<file path="src/rtl/sequential_divider.sv">
// Iterative restoring divider: 2N-bit dividend / N-bit divisor, one quotient bit per clock.
// A start/busy/done handshake; a zero divisor skips the iterations and flags div_by_zero.
module sequential_divider #(
  parameter int N = 4
) (
  input  logic           clk,
  input  logic           rst_n,
  input  logic           start,
  input  logic [2*N-1:0] dividend,
  input  logic [N-1:0]   divisor,
  output logic           busy,
  output logic           done,
  output logic [2*N-1:0] quotient,
  output logic [N-1:0]   remainder,
  output logic           div_by_zero
);

  localparam int CW = $clog2(2 * N);

  typedef enum logic [1:0] {IDLE, RUN, DZ, DONE} state_t;

  state_t         r_state;
  logic [CW-1:0]  r_cnt;
  logic [2*N-1:0] r_d;
  logic [2*N-1:0] r_q;
  logic [N-1:0]   r_p;
  logic [N-1:0]   r_dvs;
  logic           r_busy;
  logic           r_done;
  logic           r_dz;

  logic [N:0]     w_pshift;
  logic           w_ge;
  logic [N-1:0]   w_pnext;

  // A restored partial remainder is always below the divisor, so N bits hold it
  // and the subtraction can be done modulo 2^N.
  assign w_pshift = {r_p, r_d[2*N-1]};
  assign w_ge     = (w_pshift >= {1'b0, r_dvs});
  assign w_pnext  = w_ge ? (w_pshift[N-1:0] - r_dvs) : w_pshift[N-1:0];

  always_ff @(posedge clk or negedge rst_n) begin
    if (!rst_n) begin
      r_state <= IDLE;
      r_cnt   <= '0;
      r_d     <= '0;
      r_q     <= '0;
      r_p     <= '0;
      r_dvs   <= '0;
      r_busy  <= 1'b0;
      r_done  <= 1'b0;
      r_dz    <= 1'b0;
    end else begin
      case (r_state)
        IDLE, DONE: begin
          r_done <= 1'b0;
          if (start) begin
            r_d   <= dividend;
            r_dvs <= divisor;
            r_cnt <= '0;
            if (divisor == '0) begin
              r_q     <= '1;
              r_p     <= dividend[N-1:0];
              r_dz    <= 1'b1;
              r_state <= DZ;
            end else begin
              r_q     <= '0;
              r_p     <= '0;
              r_dz    <= 1'b0;
              r_busy  <= 1'b1;
              r_state <= RUN;
            end
          end else begin
            r_state <= IDLE;
          end
        end
        RUN: begin
          r_d   <= {r_d[2*N-2:0], 1'b0};
          r_p   <= w_pnext;
          r_q   <= {r_q[2*N-2:0], w_ge};
          r_cnt <= r_cnt + 1'b1;
          if (r_cnt == CW'(2 * N - 1)) begin
            r_busy  <= 1'b0;
            r_done  <= 1'b1;
            r_state <= DONE;
          end
        end
        // Zero divisor: results are already loaded, spend one cycle before done.
        DZ: begin
          r_done  <= 1'b1;
          r_state <= DONE;
        end
        default: r_state <= IDLE;
      endcase
    end
  end

  assign busy        = r_busy;
  assign done        = r_done;
  assign quotient    = r_q;
  assign remainder   = r_p;
  assign div_by_zero = r_dz;

endmodule

</file>
<file path="config.mk">
export PLATFORM = sky130hd
export DESIGN_NAME = sequential_divider
export DESIGN_NICKNAME = d
export VERILOG_FILES = /design/src/rtl/sequential_divider.sv
export SDC_FILE = /design/constraint.sdc
export NUM_CORES = 1
export LEC_CHECK = 0
export BUFFER_PORTS_ARGS = -buffer_cell sky130_fd_sc_hd__buf_2
export CORE_MARGIN = 4
export CORE_UTILIZATION = 57
export CTS_BUF_LIST = sky130_fd_sc_hd__clkbuf_8
export CTS_CLUSTER_SIZE = 28
export DETAILED_ROUTE_END_ITERATION = 8
export GPL_ROUTABILITY_DRIVEN = 0
export PLACE_DENSITY_LB_ADDON = 0.05
export SYNTH_ARGS = -nofsm -noshare
export SYNTH_HDL_FRONTEND = slang
export SYNTH_SLANG_ARGS = --single-unit
</file>
<file path="constraint.sdc">
create_clock -name clk -period 2.32 [get_ports clk]
set_clock_uncertainty 0.15 [all_clocks]
set_input_delay 0.696 -clock clk [delete_from_list [all_inputs] [get_ports clk]]
set_output_delay 0.696 -clock clk [all_outputs]
set_load 0.02 [all_outputs]
</file>
# --- After elaboration in Yosys (flattened, before gate mapping) ---
# Index checks and enable logic that the tools add are counted.
totals:
  ff_bits: 32
  word_cells: 48
  out_inout_bits: 15
  in_bits: 15
classes:
  n_mux: 22
  add_sub_neg: 2
  eq_ne: 7
  order_cmp: 1
  n_reduce_logical: 7
op_table:
  columns: ["op", "count"]
  rows:
  - ["$pmux 8 s2", 2]
  - ["$mux 8", 3]
  - ["$mux 4", 3]
  - ["$pmux 4 s2", 1]
  - ["$mux 2", 3]
  - ["$ne 2x2->1 const B", 3]
  - ["$pmux 2 s3", 1]
  - ["$pmux 3 s2", 1]
  - ["$ge 5x4->1", 1]
  - ["$mux 1", 5]
  - ["$eq 2x2->1 const B", 2]
  - ["$logic_not 4->1", 1]
  - ["$reduce_and 2->1", 2]
  - ["$reduce_and 4->1", 1]
  - ["$sub 4x4->4", 1]
  - ["$add 3x1->3 const B", 1]
  - ["$eq 3x3->1 const B", 1]
  - ["$mux 3", 1]
  - ["$pmux 1 s3", 1]
  - ["$eq 2x1->1 const B", 1]
  - ["$logic_not 2->1", 1]
  - ["$pmux 1 s2", 1]
  - ["$reduce_bool 2->1", 1]
  - ["$reduce_or 2->1", 1]

# --- Logic depth before layout (Yosys ltp) ---
# Gate-level depths: netlist (run 1).
logic_depth:
  depth_word: 4
  ltp_mapped: 7
  ltp_nobuf: 6

# --- Worst setup path after synthesis (run 1) ---
# Ideal clock, no wire load.
synth_timing:
  path_kind: "register -> register"
  from: "register r_p[2] (netlist: remainder[2])"
  to: "register r_p[1] (netlist: remainder[1])"
  synth_period_minus_slack_ns: 2.013
  setup_slack_ns: 0.307
  t_required_ns: 2.103
  arrival_ns: 1.796
  path_buffers: 0
  stages_incl_launch_ff: 6
  setup_ns: 0.067
  path_cell_list: "dfrtp_1 ha_1 and4_1 nor3_1 a311o_2 o221a_1"
synth_between:
  elab_chain_len: 3
synth_rtl:
  columns: ["element", "line_no", "text"]
  rows:
  - ["from (decl)", "26", "logic [N-1:0] r_p;"]
  - ["from (signal assigned)", "63", "r_p <= dividend[N-1:0];"]
  - ["from (signal assigned)", "79", "r_p <= w_pnext;"]
  - ["$ge 5x4->1", "39", "assign w_ge = (w_pshift >= {1'b0, r_dvs});"]
  - ["$mux 4", "40", "assign w_pnext = w_ge ? (w_pshift[N-1:0] - r_dvs) : w_pshift[N-1:0];"]
  - ["$pmux 4 s2", "54", "case (r_state)"]
# Every way passes these cells.
# A chain may end at the register's enable or synchronous reset.

# --- Worst setup path after layout (run 1) ---
layout_timing:
  from: "register r_p[0] (netlist: remainder[0])"
  to: "register r_p[2] (netlist: remainder[2])"
layout_between:
  elab_chain_len: 3
  word_cells_on_any_way: 4
  classes_between: "add/sub (1); order compare (1); mux (2)"
layout_rtl:
  columns: ["element", "line_no"]
  rows:
  - ["$sub 4x4->4 or $ge 5x4->1 (tied branches)", "40, 39"]
  - ["$mux 4 (*)", "40"]
  - ["$pmux 4 s2 (*)", "54"]
# Mark *: on every way between the ends. The rest lies on a longest branch, timed or not.

==> report_table.html, run 1 <==
<table>
<tr><th>Metric</th><th>Value</th></tr>
<tr><th colspan="2">Pwr</th></tr>
<tr><td>Combinational cell fraction of total power</td><td>53.2%</td></tr>
<tr><td>Design internal power</td><td>1.830 mW</td></tr>
<tr><td>Pwr/cell area</td><td>1560 mW/mm^2</td></tr>
<tr><td>Net switching power of the design</td><td>1.318 mW</td></tr>
<tr><td>Net Sw Frac</td><td>41.87%</td></tr>
<tr><td>Worst VDD drop</td><td>0.0008794 V</td></tr>
<tr><td>Static Leakage</td><td>0.9547 nW</td></tr>
<tr><td>Overall power consumption</td><td>3.148 mW</td></tr>
<tr><td>Relative contribution of the clock network to total power</td><td>16.3%</td></tr>
<tr><td>Sequential share of power</td><td>30.5%</td></tr>
<tr><th colspan="2">STA</th></tr>
<tr><td>Max-slew violation count</td><td>0</td></tr>
<tr><td>Hold violation count in the final report</td><td>0</td></tr>
<tr><td>Total negative slack</td><td>0 ns</td></tr>
<tr><td>Unrepaired setup endpoints after global routing</td><td>no</td></tr>
<tr><td>Max_slew headroom</td><td>53.37%</td></tr>
<tr><td>Fmax</td><td>476.7 MHz</td></tr>
<tr><td>Slew at the pin closest to its max-slew limit</td><td>0.6994 ns</td></tr>
<tr><td>Post-layout min period</td><td>2.098 ns</td></tr>
<tr><td>Count of final setup violators</td><td>0</td></tr>
<tr><td>Final Cycle Share</td><td>90.41%</td></tr>
<tr><th colspan="2">Synth</th></tr>
<tr><td>Synth warnings</td><td>0</td></tr>
<tr><td>Multiplexer share of the synthesized area</td><td>7.922%</td></tr>
<tr><td>Number of synthesized flops with an enable pin</td><td>0</td></tr>
<tr><td>Post-Synthesis Cells</td><td>174</td></tr>
<tr><td>Share of synthesized cell area in full adder, half adder and majority cells</td><td>6.250%</td></tr>
<tr><td>Register area share after synthesis</td><td>46.51%</td></tr>
<tr><td>Post-synthesis compound-gate area fraction</td><td>19.11%</td></tr>
<tr><td>Post-synthesis xor/xnor area fraction</td><td>0.5087%</td></tr>
<tr><td>Main combinational cell family by area after synthesis</td><td>compound AO/OA/AOI/OAI gates</td></tr>
<tr><td>Number of synthesized register bits</td><td>32</td></tr>
<tr><td>Share of async-settable or async-resettable flops after synthesis</td><td>100.0%</td></tr>
<tr><td>Basic-gate share of the synthesized area counting and, or, nand and nor cells</td><td>15.19%</td></tr>
<tr><td>Synthesized Nets</td><td>197</td></tr>
<tr><td>Netlist area before placement</td><td>0.001722 mm^2</td></tr>
<tr><td>Mean Syn Cell Area</td><td>9.895 um^2</td></tr>
<tr><td>Prevailing post-synth register cell</td><td>sky130_fd_sc_hd__dfrtp_1</td></tr>
<tr><td>Distinct cells, synth</td><td>40</td></tr>
<tr><th colspan="2">Finish</th></tr>
<tr><td>Register Area</td><td>800.8 um^2</td></tr>
<tr><td>Commonest non-fill, non-tap cells in the layout</td><td>sky130_fd_sc_hd__dfrtp_1, sky130_fd_sc_hd__buf_2, sky130_fd_sc_hd__nand2_1</td></tr>
<tr><td>Post-layout net count</td><td>230</td></tr>
<tr><td>Area of combinational cells with multiple inputs</td><td>847.1 um^2</td></tr>
<tr><td>Fraction of final layout cells with drive strength greater than 1</td><td>26.92%</td></tr>
<tr><td>Antenna diodes</td><td>0</td></tr>
<tr><td>Syn-to-layout area delta</td><td>17.22%</td></tr>
<tr><td>Most common cell after layout, fill and taps aside</td><td>sky130_fd_sc_hd__dfrtp_1</td></tr>
<tr><td>Filler Cells Inserted</td><td>229</td></tr>
<tr><th colspan="2">Route</th></tr>
<tr><td>Wire length after detailed routing</td><td>3479 um</td></tr>
<tr><td>Final routed wire length divided by cell count</td><td>14.56 um</td></tr>
<tr><td>Post-route ant nets</td><td>0</td></tr>
<tr><td>Via/cell ratio</td><td>5.803</td></tr>
<tr><td>Total via count in the routed design</td><td>1387</td></tr>
<tr><td>DRT iter0 DRCs</td><td>100</td></tr>
<tr><td>Count of TritonRoute iterations in the first routing pass</td><td>4</td></tr>
<tr><td># DRC</td><td>0</td></tr>
<tr><th colspan="2">Die</th></tr>
<tr><td>Core box area</td><td>0.002829 mm^2</td></tr>
<tr><td>Die Footprint</td><td>0.003964 mm^2</td></tr>
<tr><td>Vertical die dimension</td><td>62.96 um</td></tr>
<tr><td>Die X</td><td>62.96 um</td></tr>
<tr><td>Effective utilization at floorplan</td><td>60.86%</td></tr>
<tr><td>Number of ports placed on the die boundary</td><td>30</td></tr>
<tr><td>Cell row count</td><td>19</td></tr>
<tr><th colspan="2">Critical path</th></tr>
<tr><td>Setup CP Type</td><td>register to register</td></tr>
<tr><td>Data arrival time of the critical path</td><td>2.12 ns</td></tr>
<tr><td>Critical Path Source Type</td><td>register</td></tr>
<tr><td>Setup slack of the most critical reg-to-reg path</td><td>0.22 ns</td></tr>
<tr><td>Critical path's largest stage delay</td><td>0.44 ns</td></tr>
<tr><td>Worst r2r path cells</td><td>5</td></tr>
<tr><td>Critical Path RT</td><td>2.34 ns</td></tr>
<tr><td>CP Max Fanout</td><td>7</td></tr>
<tr><td>Critical path's slowest cell</td><td>sky130_fd_sc_hd__a311o_2</td></tr>
<tr><td>List of cells traversed by the critical path</td><td>ha_1 &gt; nor2b_1 &gt; o311ai_2 &gt; a311o_2 &gt; o211a_1</td></tr>
<tr><td>Endpoint class of the critical path</td><td>register</td></tr>
<tr><th colspan="2">Global route</th></tr>
<tr><td>Maximum number of pins on one net before global-route repair</td><td>33</td></tr>
<tr><td>Gr ovfl total</td><td>0</td></tr>
<tr><td>Global-route wire length before repair</td><td>5789 um</td></tr>
<tr><td>Via count of the first global-routing pass</td><td>1234</td></tr>
<tr><td>Global-route usage over all layers</td><td>18.73%</td></tr>
<tr><td>Antenna violations before repair</td><td>0</td></tr>
<tr><th colspan="2">CTS</th></tr>
<tr><td>Post-CTS repair timing setup buffer count</td><td>0</td></tr>
<tr><td>Worst-skew pair later-pin latency</td><td>0.28 ns</td></tr>
<tr><td>Number of buffers inserted during clock tree synthesis</td><td>5</td></tr>
<tr><td>Clock root cell</td><td>sky130_fd_sc_hd__clkbuf_8</td></tr>
<tr><td>TritonCTS clock tree</td><td>yes</td></tr>
<tr><td>Clock Pin Slew Worst Setup and Hold Paths</td><td>0.06 ns</td></tr>
<tr><td>Post-CTS resize count</td><td>0</td></tr>
<tr><td>Clock Sink Count</td><td>32</td></tr>
<tr><td>Level count of the clock H-tree</td><td>2</td></tr>
<tr><td>Hold buffers post-CTS</td><td>0</td></tr>
<tr><td>Max Buffers Root-to-Sink</td><td>2</td></tr>
<tr><th colspan="2">Place</th></tr>
<tr><td>Post-DP HPWL</td><td>2620 um</td></tr>
<tr><td>Port Buffers</td><td>29</td></tr>
<tr><th colspan="2">Hold path</th></tr>
<tr><td>Worst min-delay path class</td><td>input port to asynchronous set/reset pin</td></tr>
<tr><th colspan="2">Outcome</th></tr>
<tr><td>Outcome</td><td>finished, final reports clean</td></tr>
<tr><th colspan="2">Job</th></tr>
<tr><td>Max Cap Violations</td><td>0</td></tr>
</table>
## final cells by class
cell class / instances / share of cell area (%)
Multi-Input combinational cell: 125 / 41.97
Sequential cell: 32 / 39.68
Timing Repair Buffer: 36 / 9.795
Clock buffer: 5 / 3.410
Clock inverter: 3 / 1.922
Tap cell: 31 / 1.922
Inverter: 7 / 1.302
## cells in the mapped netlist, types with 3 or more instances
master	instances	area (um^2)
sky130_fd_sc_hd__dfrtp_1	32	800.8
sky130_fd_sc_hd__nand2_1	23	86.33
sky130_fd_sc_hd__o21ai_0	20	100.1
sky130_fd_sc_hd__a21oi_1	16	80.08
sky130_fd_sc_hd__mux2i_1	8	80.08
sky130_fd_sc_hd__ha_1	7	87.58
sky130_fd_sc_hd__inv_1	7	26.28
sky130_fd_sc_hd__nor2_1	7	26.28
sky130_fd_sc_hd__buf_2	5	25.02
sky130_fd_sc_hd__mux2_2	5	56.30
sky130_fd_sc_hd__clkbuf_1	4	15.01
sky130_fd_sc_hd__nor2b_1	4	25.02
sky130_fd_sc_hd__a31oi_1	3	18.77
sky130_fd_sc_hd__nor4b_1	3	26.28
## logic make-up (layout without fill, tap and decap cells)
logic type      count (synthesis)  in the layout
flops                          32             32
xor+xnor                        1              1
buf+inv                        17             51
fa+ha+maj                       8              8
mux                            13             13
compound gates                 53             53
simple gates                   50             50
## path summary, 6_finish.rpt
kind                                end          from
setup / recovery           remainder[2]  remainder[0]
max in group asynchronous   quotient[4]         rst_n
hold / removal                     done         rst_n
hold reg to reg                  r_d[2]        r_d[2]
setup reg to reg           remainder[2]  remainder[0]
min in group clk                 r_d[2]        r_d[2]
## registers in the layout (all words and copies together), names as in the netlist
| name | cells |
|---|---|
| r_d | 8 |
| r_state | 2 |
| busy | 1 |
| done | 1 |
| r_cnt | 3 |
| r_dvs | 4 |
| div_by_zero | 1 |
| quotient | 8 |
| remainder | 4 |
## layer usage
layer  track usage, %  vias up  wire length (um)
met5                0        -                 0
met2            28.06       33              1674
met4            6.336        0                37
met1            25.75      662              1563
met3            5.576        5               205
li1                 -      687                 -
## worst max-delay path, delay by kind of cell, from the launching register on
family / cells / cell delay (ns)
DFF: 1 / 0.43
AOI/OAI and AO/OA: 3 / 0.84
and+or+nand+nor: 1 / 0.24
adders and majority gates: 1 / 0.31
## per-stage QoR
step	util (%)	cells	cell area, um^2	setup slack (ns)	hold slack, ns
after floorplan	-	174	1722	0.3065	0.2504
after global placement	67.54	231	1911	0.2029	0.3143
after detailed placement	67.54	231	1911	0.1544	0.3252
after CTS	71.34	239	2018	0.2327	0.3388
after global routing	71.34	239	2018	0.1280	0.3710
final	71.34	239	2018	0.2224	0.3067
## power by group through the flow
stage               registers, mW  logic (mW)  clock network, mW
floorplan                    1.05        1.13                  0
global placement            0.958        1.62                  0
detailed placement          0.971        1.68                  0
CTS                         0.962        1.68              0.522
global route                0.994        1.86              0.557
finish                      0.959        1.68              0.514
(Power assumes the default switching activity.)
==> run 2: changes to the inputs <==
- MAX_ROUTING_LAYER: unset -> met4
==> run 2 against run 1 <==
Effect of this change:
- largest power group unchanged
- non-clock buffer count unchanged
- via count up 0.79%
- die area unchanged
- routed wire length up 0.14%
- setup slack better by 0.0097 ns
==> report_table.html, run 2 (synthesized netlist as in run 1, its figures left out) <==
<table>
<tr><th>Metric</th><th>Value</th></tr>
<tr><th colspan="2">Outcome</th></tr>
<tr><td>Outcome</td><td>finished, final reports clean</td></tr>
<tr><th colspan="2">Die</th></tr>
<tr><td>Number of ports placed on the die boundary</td><td>30</td></tr>
<tr><td>Die X</td><td>62.96 um</td></tr>
<tr><td>Core box area</td><td>0.002829 mm^2</td></tr>
<tr><td>Vertical die dimension</td><td>62.96 um</td></tr>
<tr><td>Effective utilization at floorplan</td><td>60.86%</td></tr>
<tr><td>Cell row count</td><td>19</td></tr>
<tr><td>Die Footprint</td><td>0.003964 mm^2</td></tr>
<tr><th colspan="2">Global route</th></tr>
<tr><td>Gr ovfl total</td><td>0</td></tr>
<tr><td>Maximum number of pins on one net before global-route repair</td><td>33</td></tr>
<tr><td>Antenna violations before repair</td><td>0</td></tr>
<tr><td>Global-route wire length before repair</td><td>5802 um</td></tr>
<tr><td>Global-route usage over all layers</td><td>19.30%</td></tr>
<tr><td>Via count of the first global-routing pass</td><td>1232</td></tr>
<tr><th colspan="2">STA</th></tr>
<tr><td>Unrepaired setup endpoints after global routing</td><td>no</td></tr>
<tr><td>Total negative slack</td><td>0 ns</td></tr>
<tr><td>Final Cycle Share</td><td>90.00%</td></tr>
<tr><td>Count of final setup violators</td><td>0</td></tr>
<tr><td>Hold violation count in the final report</td><td>0</td></tr>
<tr><td>Post-layout min period</td><td>2.088 ns</td></tr>
<tr><td>Max-slew violation count</td><td>0</td></tr>
<tr><td>Slew at the pin closest to its max-slew limit</td><td>0.6998 ns</td></tr>
<tr><td>Fmax</td><td>479.0 MHz</td></tr>
<tr><td>Max_slew headroom</td><td>53.34%</td></tr>
<tr><th colspan="2">CTS</th></tr>
<tr><td>Post-CTS resize count</td><td>0</td></tr>
<tr><td>Number of buffers inserted during clock tree synthesis</td><td>5</td></tr>
<tr><td>Clock Sink Count</td><td>32</td></tr>
<tr><td>Level count of the clock H-tree</td><td>2</td></tr>
<tr><td>Hold buffers post-CTS</td><td>0</td></tr>
<tr><td>TritonCTS clock tree</td><td>yes</td></tr>
<tr><td>Clock Pin Slew Worst Setup and Hold Paths</td><td>0.06 ns</td></tr>
<tr><td>Clock root cell</td><td>sky130_fd_sc_hd__clkbuf_8</td></tr>
<tr><td>Worst-skew pair later-pin latency</td><td>0.28 ns</td></tr>
<tr><td>Post-CTS repair timing setup buffer count</td><td>0</td></tr>
<tr><td>Max Buffers Root-to-Sink</td><td>2</td></tr>
<tr><th colspan="2">Route</th></tr>
<tr><td>Total via count in the routed design</td><td>1398</td></tr>
<tr><td># DRC</td><td>0</td></tr>
<tr><td>Met2 layer wire length in the routed design</td><td>1682 um</td></tr>
<tr><td>Via/cell ratio</td><td>5.849</td></tr>
<tr><td>Highest metal used</td><td>met4</td></tr>
<tr><td>Met1 routed wirelength after detailed routing</td><td>1527 um</td></tr>
<tr><td>Wire length after detailed routing</td><td>3484 um</td></tr>
<tr><td>Final routed wire length divided by cell count</td><td>14.58 um</td></tr>
<tr><td>DRT iter0 DRCs</td><td>101</td></tr>
<tr><td>Amount of wire on met3 after detailed routing</td><td>240 um</td></tr>
<tr><td>Post-route ant nets</td><td>0</td></tr>
<tr><td>Count of TritonRoute iterations in the first routing pass</td><td>4</td></tr>
<tr><th colspan="2">Hold path</th></tr>
<tr><td>Worst min-delay path class</td><td>input port to asynchronous set/reset pin</td></tr>
<tr><th colspan="2">Critical path</th></tr>
<tr><td>Worst reg2reg startpoint</td><td>remainder[0]</td></tr>
<tr><td>Crit Reg-Reg Endpoint</td><td>remainder[2]</td></tr>
<tr><td>Critical Path Source Type</td><td>register</td></tr>
<tr><td>First element of the critical path</td><td>remainder[0]</td></tr>
<tr><td>Endpoint class of the critical path</td><td>register</td></tr>
<tr><td>Setup CP Type</td><td>register to register</td></tr>
<tr><td>CP Max Fanout</td><td>7</td></tr>
<tr><td>Setup slack of the most critical reg-to-reg path</td><td>0.23 ns</td></tr>
<tr><td>Data arrival time of the critical path</td><td>2.11 ns</td></tr>
<tr><td>Critical Path RT</td><td>2.34 ns</td></tr>
<tr><td>Worst r2r path cells</td><td>5</td></tr>
<tr><th colspan="2">Pwr</th></tr>
<tr><td>Overall power consumption</td><td>3.147 mW</td></tr>
<tr><td>Worst VDD drop</td><td>0.0008765 V</td></tr>
<tr><td>Static Leakage</td><td>0.9547 nW</td></tr>
<tr><td>Pwr/cell area</td><td>1560 mW/mm^2</td></tr>
<tr><th colspan="2">Finish</th></tr>
<tr><td>Fraction of final layout cells with drive strength greater than 1</td><td>26.92%</td></tr>
<tr><td>Syn-to-layout area delta</td><td>17.22%</td></tr>
<tr><td>Most common cell after layout, fill and taps aside</td><td>sky130_fd_sc_hd__dfrtp_1</td></tr>
<tr><td>Filler Cells Inserted</td><td>229</td></tr>
<tr><td>Antenna diodes</td><td>0</td></tr>
<tr><td>Post-layout net count</td><td>230</td></tr>
<tr><td>Commonest non-fill, non-tap cells in the layout</td><td>sky130_fd_sc_hd__dfrtp_1, sky130_fd_sc_hd__buf_2, sky130_fd_sc_hd__nand2_1</td></tr>
<tr><th colspan="2">Job</th></tr>
<tr><td>Max Cap Violations</td><td>0</td></tr>
<tr><th colspan="2">Place</th></tr>
<tr><td>Post-DP HPWL</td><td>2620 um</td></tr>
<tr><td>Port Buffers</td><td>29</td></tr>
</table>
-- run 2: worst max-delay path by stage --
stage | endpoint | slack, ns | cells after the start
after floorplan | remainder[1] | 0.31 | 5
after global placement | quotient[6] | 0.20 | 5
after detailed placement | quotient[6] | 0.15 | 5
after CTS | remainder[2] | 0.23 | 5
after global routing | remainder[2] | 0.13 | 6
final | remainder[2] | 0.23 | 5
-- run 2: cell type report --
class / count / area (um^2) / share of cell area [%]
Clock buffer: 5 / 68.82 / 3.410
Inverter: 7 / 26.28 / 1.302
Clock inverter: 3 / 38.79 / 1.922
Sequential cell: 32 / 800.8 / 39.68
Multi-Input combinational cell: 125 / 847.1 / 41.97
Tap cell: 31 / 38.79 / 1.922
Timing Repair Buffer: 36 / 197.7 / 9.795
-- run 2: stage by stage --
stage / hold WS (ns) / cell area (um^2) / worst slack [ns] / std cells / utilization (%)
after floorplan: 0.2504 / 1722 / 0.3065 / 174 / -
after global placement: 0.3143 / 1911 / 0.2029 / 231 / 67.54
after detailed placement: 0.3252 / 1911 / 0.1544 / 231 / 67.54
after CTS: 0.3388 / 2018 / 0.2327 / 239 / 71.34
after global routing: 0.3710 / 2018 / 0.1281 / 239 / 71.34
final: 0.3121 / 2018 / 0.2321 / 239 / 71.34
-- run 2: critical path, cell delays in order, from the launching register on --
cell and delay (ns):
sky130_fd_sc_hd__dfrtp_1 0.43, sky130_fd_sc_hd__ha_1 0.31, sky130_fd_sc_hd__nor2b_1 0.24, sky130_fd_sc_hd__o311ai_2 0.19
sky130_fd_sc_hd__a311o_2 0.44, sky130_fd_sc_hd__o211a_1 0.20
-- run 2: routing by layer --
layer | track usage, % | vias to the layer above
li1 | - | 691
met1 | 25.98 | 656
met2 | 28.06 | 45
met3 | 5.396 | 6
met4 | 6.336 | 0
met5 | - | -
-- run 2: power by group --
group          switching (mW)  total, mW  internal [mW]
Sequential              0.160      0.959          0.799
Clock                   0.198      0.512          0.314
Combinational           0.958       1.68          0.718
==> run 3: changes to the inputs <==
- CORE_UTILIZATION: 57 -> 52
- clock period: 2.32 -> 1.68 ns (I/O delays scaled with it)
==> run 3 against run 2 <==
Effect of this change:
- the run now ends with setup timing left
- final cell count rose by 18%
- clock power rose by 43%
- die area rose by 8.4%
- clock-buffer cell count unchanged
- design area grew 24%
- register-to-register slack worse by 0.39 ns
- via count up 10%
- critical path type unchanged
- critical endpoint unchanged
- largest cell class unchanged
- largest power group unchanged
- highest routed layer unchanged
==> report_table.html, run 3 (synthesized netlist as in run 1, its figures left out) <==
<table>
<tr><th>Metric</th><th>Value</th></tr>
<tr><th colspan="2">Global route</th></tr>
<tr><td>Global-route usage over all layers</td><td>22.45%</td></tr>
<tr><td>Gr ovfl total</td><td>0</td></tr>
<tr><td>Antenna violations before repair</td><td>0</td></tr>
<tr><td>Maximum number of pins on one net before global-route repair</td><td>33</td></tr>
<tr><td>Via count of the first global-routing pass</td><td>1577</td></tr>
<tr><td>Global-route wire length before repair</td><td>7134 um</td></tr>
<tr><th colspan="2">STA</th></tr>
<tr><td>Final Cycle Share</td><td>109.3%</td></tr>
<tr><td>Fmax</td><td>544.5 MHz</td></tr>
<tr><td>Max-slew violation count</td><td>0</td></tr>
<tr><td>Unrepaired setup endpoints after global routing</td><td>yes</td></tr>
<tr><td>Max_slew headroom</td><td>72.82%</td></tr>
<tr><td>Fin worst setup slack</td><td>-0.1566 ns</td></tr>
<tr><td>Slew at the pin closest to its max-slew limit</td><td>0.4076 ns</td></tr>
<tr><td>Hold violation count in the final report</td><td>0</td></tr>
<tr><td>Final Hold Slack</td><td>0.08323 ns</td></tr>
<tr><td>Count of final setup violators</td><td>15</td></tr>
<tr><td>Post-layout min period</td><td>1.837 ns</td></tr>
<tr><th colspan="2">Route</th></tr>
<tr><td>Via/cell ratio</td><td>5.477</td></tr>
<tr><td>Amount of wire on met3 after detailed routing</td><td>220 um</td></tr>
<tr><td>Highest metal used</td><td>met4</td></tr>
<tr><td>Count of TritonRoute iterations in the first routing pass</td><td>5</td></tr>
<tr><td>Wire length after detailed routing</td><td>4371 um</td></tr>
<tr><td># DRC</td><td>0</td></tr>
<tr><td>Post-route ant nets</td><td>0</td></tr>
<tr><td>Total via count in the routed design</td><td>1539</td></tr>
<tr><td>Final routed wire length divided by cell count</td><td>15.56 um</td></tr>
<tr><td>Met1 routed wirelength after detailed routing</td><td>1838 um</td></tr>
<tr><td>Met2 layer wire length in the routed design</td><td>2248 um</td></tr>
<tr><td>DRT iter0 DRCs</td><td>70</td></tr>
<tr><th colspan="2">Critical path</th></tr>
<tr><td>Endpoint class of the critical path</td><td>register</td></tr>
<tr><td>Critical Path RT</td><td>1.70 ns</td></tr>
<tr><td>Setup CP Type</td><td>register to register</td></tr>
<tr><td>CP Max Fanout</td><td>6</td></tr>
<tr><td>Critical Path Source Type</td><td>register</td></tr>
<tr><td>Data arrival time of the critical path</td><td>1.86 ns</td></tr>
<tr><th colspan="2">Die</th></tr>
<tr><td>Vertical die dimension</td><td>65.54 um</td></tr>
<tr><td>Core box area</td><td>0.003103 mm^2</td></tr>
<tr><td>Die X</td><td>65.54 um</td></tr>
<tr><td>Number of ports placed on the die boundary</td><td>30</td></tr>
<tr><td>Cell row count</td><td>20</td></tr>
<tr><td>Effective utilization at floorplan</td><td>55.48%</td></tr>
<tr><td>Die Footprint</td><td>0.004295 mm^2</td></tr>
<tr><th colspan="2">Pwr</th></tr>
<tr><td>Overall power consumption</td><td>5.785 mW</td></tr>
<tr><td>Pwr/cell area</td><td>2320 mW/mm^2</td></tr>
<tr><td>Worst VDD drop</td><td>0.001260 V</td></tr>
<tr><td>Static Leakage</td><td>1.137 nW</td></tr>
<tr><th colspan="2">Hold path</th></tr>
<tr><td>Worst min-delay path class</td><td>input port to asynchronous set/reset pin</td></tr>
<tr><th colspan="2">CTS</th></tr>
<tr><td>Hold buffers post-CTS</td><td>0</td></tr>
<tr><td>TritonCTS clock tree</td><td>yes</td></tr>
<tr><td>Level count of the clock H-tree</td><td>2</td></tr>
<tr><td>Clock root cell</td><td>sky130_fd_sc_hd__clkbuf_8</td></tr>
<tr><td>Worst-skew pair later-pin latency</td><td>0.28 ns</td></tr>
<tr><td>Number of buffers inserted during clock tree synthesis</td><td>5</td></tr>
<tr><td>Max Buffers Root-to-Sink</td><td>2</td></tr>
<tr><td>Clock Pin Slew Worst Setup and Hold Paths</td><td>0.07 ns</td></tr>
<tr><td>Clock Sink Count</td><td>32</td></tr>
<tr><th colspan="2">Finish</th></tr>
<tr><td>Commonest non-fill, non-tap cells in the layout</td><td>sky130_fd_sc_hd__dfrtp_1, sky130_fd_sc_hd__buf_4, sky130_fd_sc_hd__buf_2</td></tr>
<tr><td>Final Util</td><td>80.36%</td></tr>
<tr><td>Post-layout net count</td><td>259</td></tr>
<tr><td>Antenna diodes</td><td>0</td></tr>
<tr><td>Fraction of final layout cells with drive strength greater than 1</td><td>48.10%</td></tr>
<tr><td>Syn-to-layout area delta</td><td>44.84%</td></tr>
<tr><td>Most common cell after layout, fill and taps aside</td><td>sky130_fd_sc_hd__dfrtp_1</td></tr>
<tr><th colspan="2">Place</th></tr>
<tr><td>Port Buffers</td><td>29</td></tr>
<tr><td>Post-DP HPWL</td><td>3041 um</td></tr>
<tr><th colspan="2">Outcome</th></tr>
<tr><td>Failing checks</td><td>setup timing</td></tr>
<tr><td>Outcome</td><td>complete, but fails checks</td></tr>
<tr><th colspan="2">Job</th></tr>
<tr><td>Max Cap Violations</td><td>0</td></tr>
</table>
[run 3: cell count changes in the layout (fill, tap and decap cells not counted), sizes merged]
cell	before	now
mux2i	8	9
buf	36	64
clkinvlp	0	1
inv	8	7
[run 3: power breakdown]
part	internal, mW	leakage, nW	switching [mW]
registers	1.11	0.399	0.245
logic	1.89	0.685	1.81
clock network	0.438	0.0541	0.292
total	3.44	1.14	2.34
[run 3: through the flow]
stage          setup WS (ns)  cell area [um^2]  instances  TNS, ns
2_1_floorplan        -0.1863              1836        174  -0.5091
3_3_place_gp         -0.2236              2181        262   -2.403
3_5_place_dp         -0.2906              2181        262   -3.130
4_1_cts              -0.1589              2369        274  -0.5710
5_1_grt              -0.1972              2494        281   -1.564
6_report             -0.1566              2494        281  -0.5983
[run 3: layout make-up]
class	instances	area, um^2
Timing Repair Buffer	64	461.7
Clock inverter	3	42.54
Tap cell	44	55.05
Inverter	7	26.28
Fill cell	218	609.3
Clock buffer	5	68.82
Multi-Input combinational cell	126	1035
Sequential cell	32	804.5
[run 3: repair_timing]
item                       CTS  global route
pin swaps                    6             7
gates cloned                 2             1
setup endpoints to repair   26            30
hold endpoints to repair     0             0
buffers inserted             2             7
gates resized for setup     13            32
[run 3: final timing paths]
path / from / endpoint / depth (start not counted) / slack [ns]
worst max-delay path: remainder[0] / remainder[2] / 5 / -0.16
worst min-delay path: rst_n / r_d[0] / 2 / 0.08
worst max register to register: remainder[0] / remainder[2] / 5 / -0.16
worst min register to register: quotient[7] / quotient[7] / 2 / 0.35
max in group asynchronous: rst_n / remainder[2] / 2 / 0.98
min in group clk: dividend[6] / r_d[6] / 3 / 0.34
[run 3: critical path, stage by stage (launching register included)]
cell,delay (ns)
sky130_fd_sc_hd__dfrtp_2,0.44
sky130_fd_sc_hd__ha_4,0.27
sky130_fd_sc_hd__and4_4,0.24
sky130_fd_sc_hd__nor3_4,0.06
sky130_fd_sc_hd__a311o_2,0.36
sky130_fd_sc_hd__o211a_1,0.20
[run 3: per-layer routing]
| layer | up-vias | track usage (%) |
|---|---|---|
| li1 | 756 | - |
| met1 | 736 | 26.02 |
| met2 | 38 | 37.42 |
| met3 | 9 | 5.641 |
| met4 | 0 | 8.808 |
| met5 | - | - |
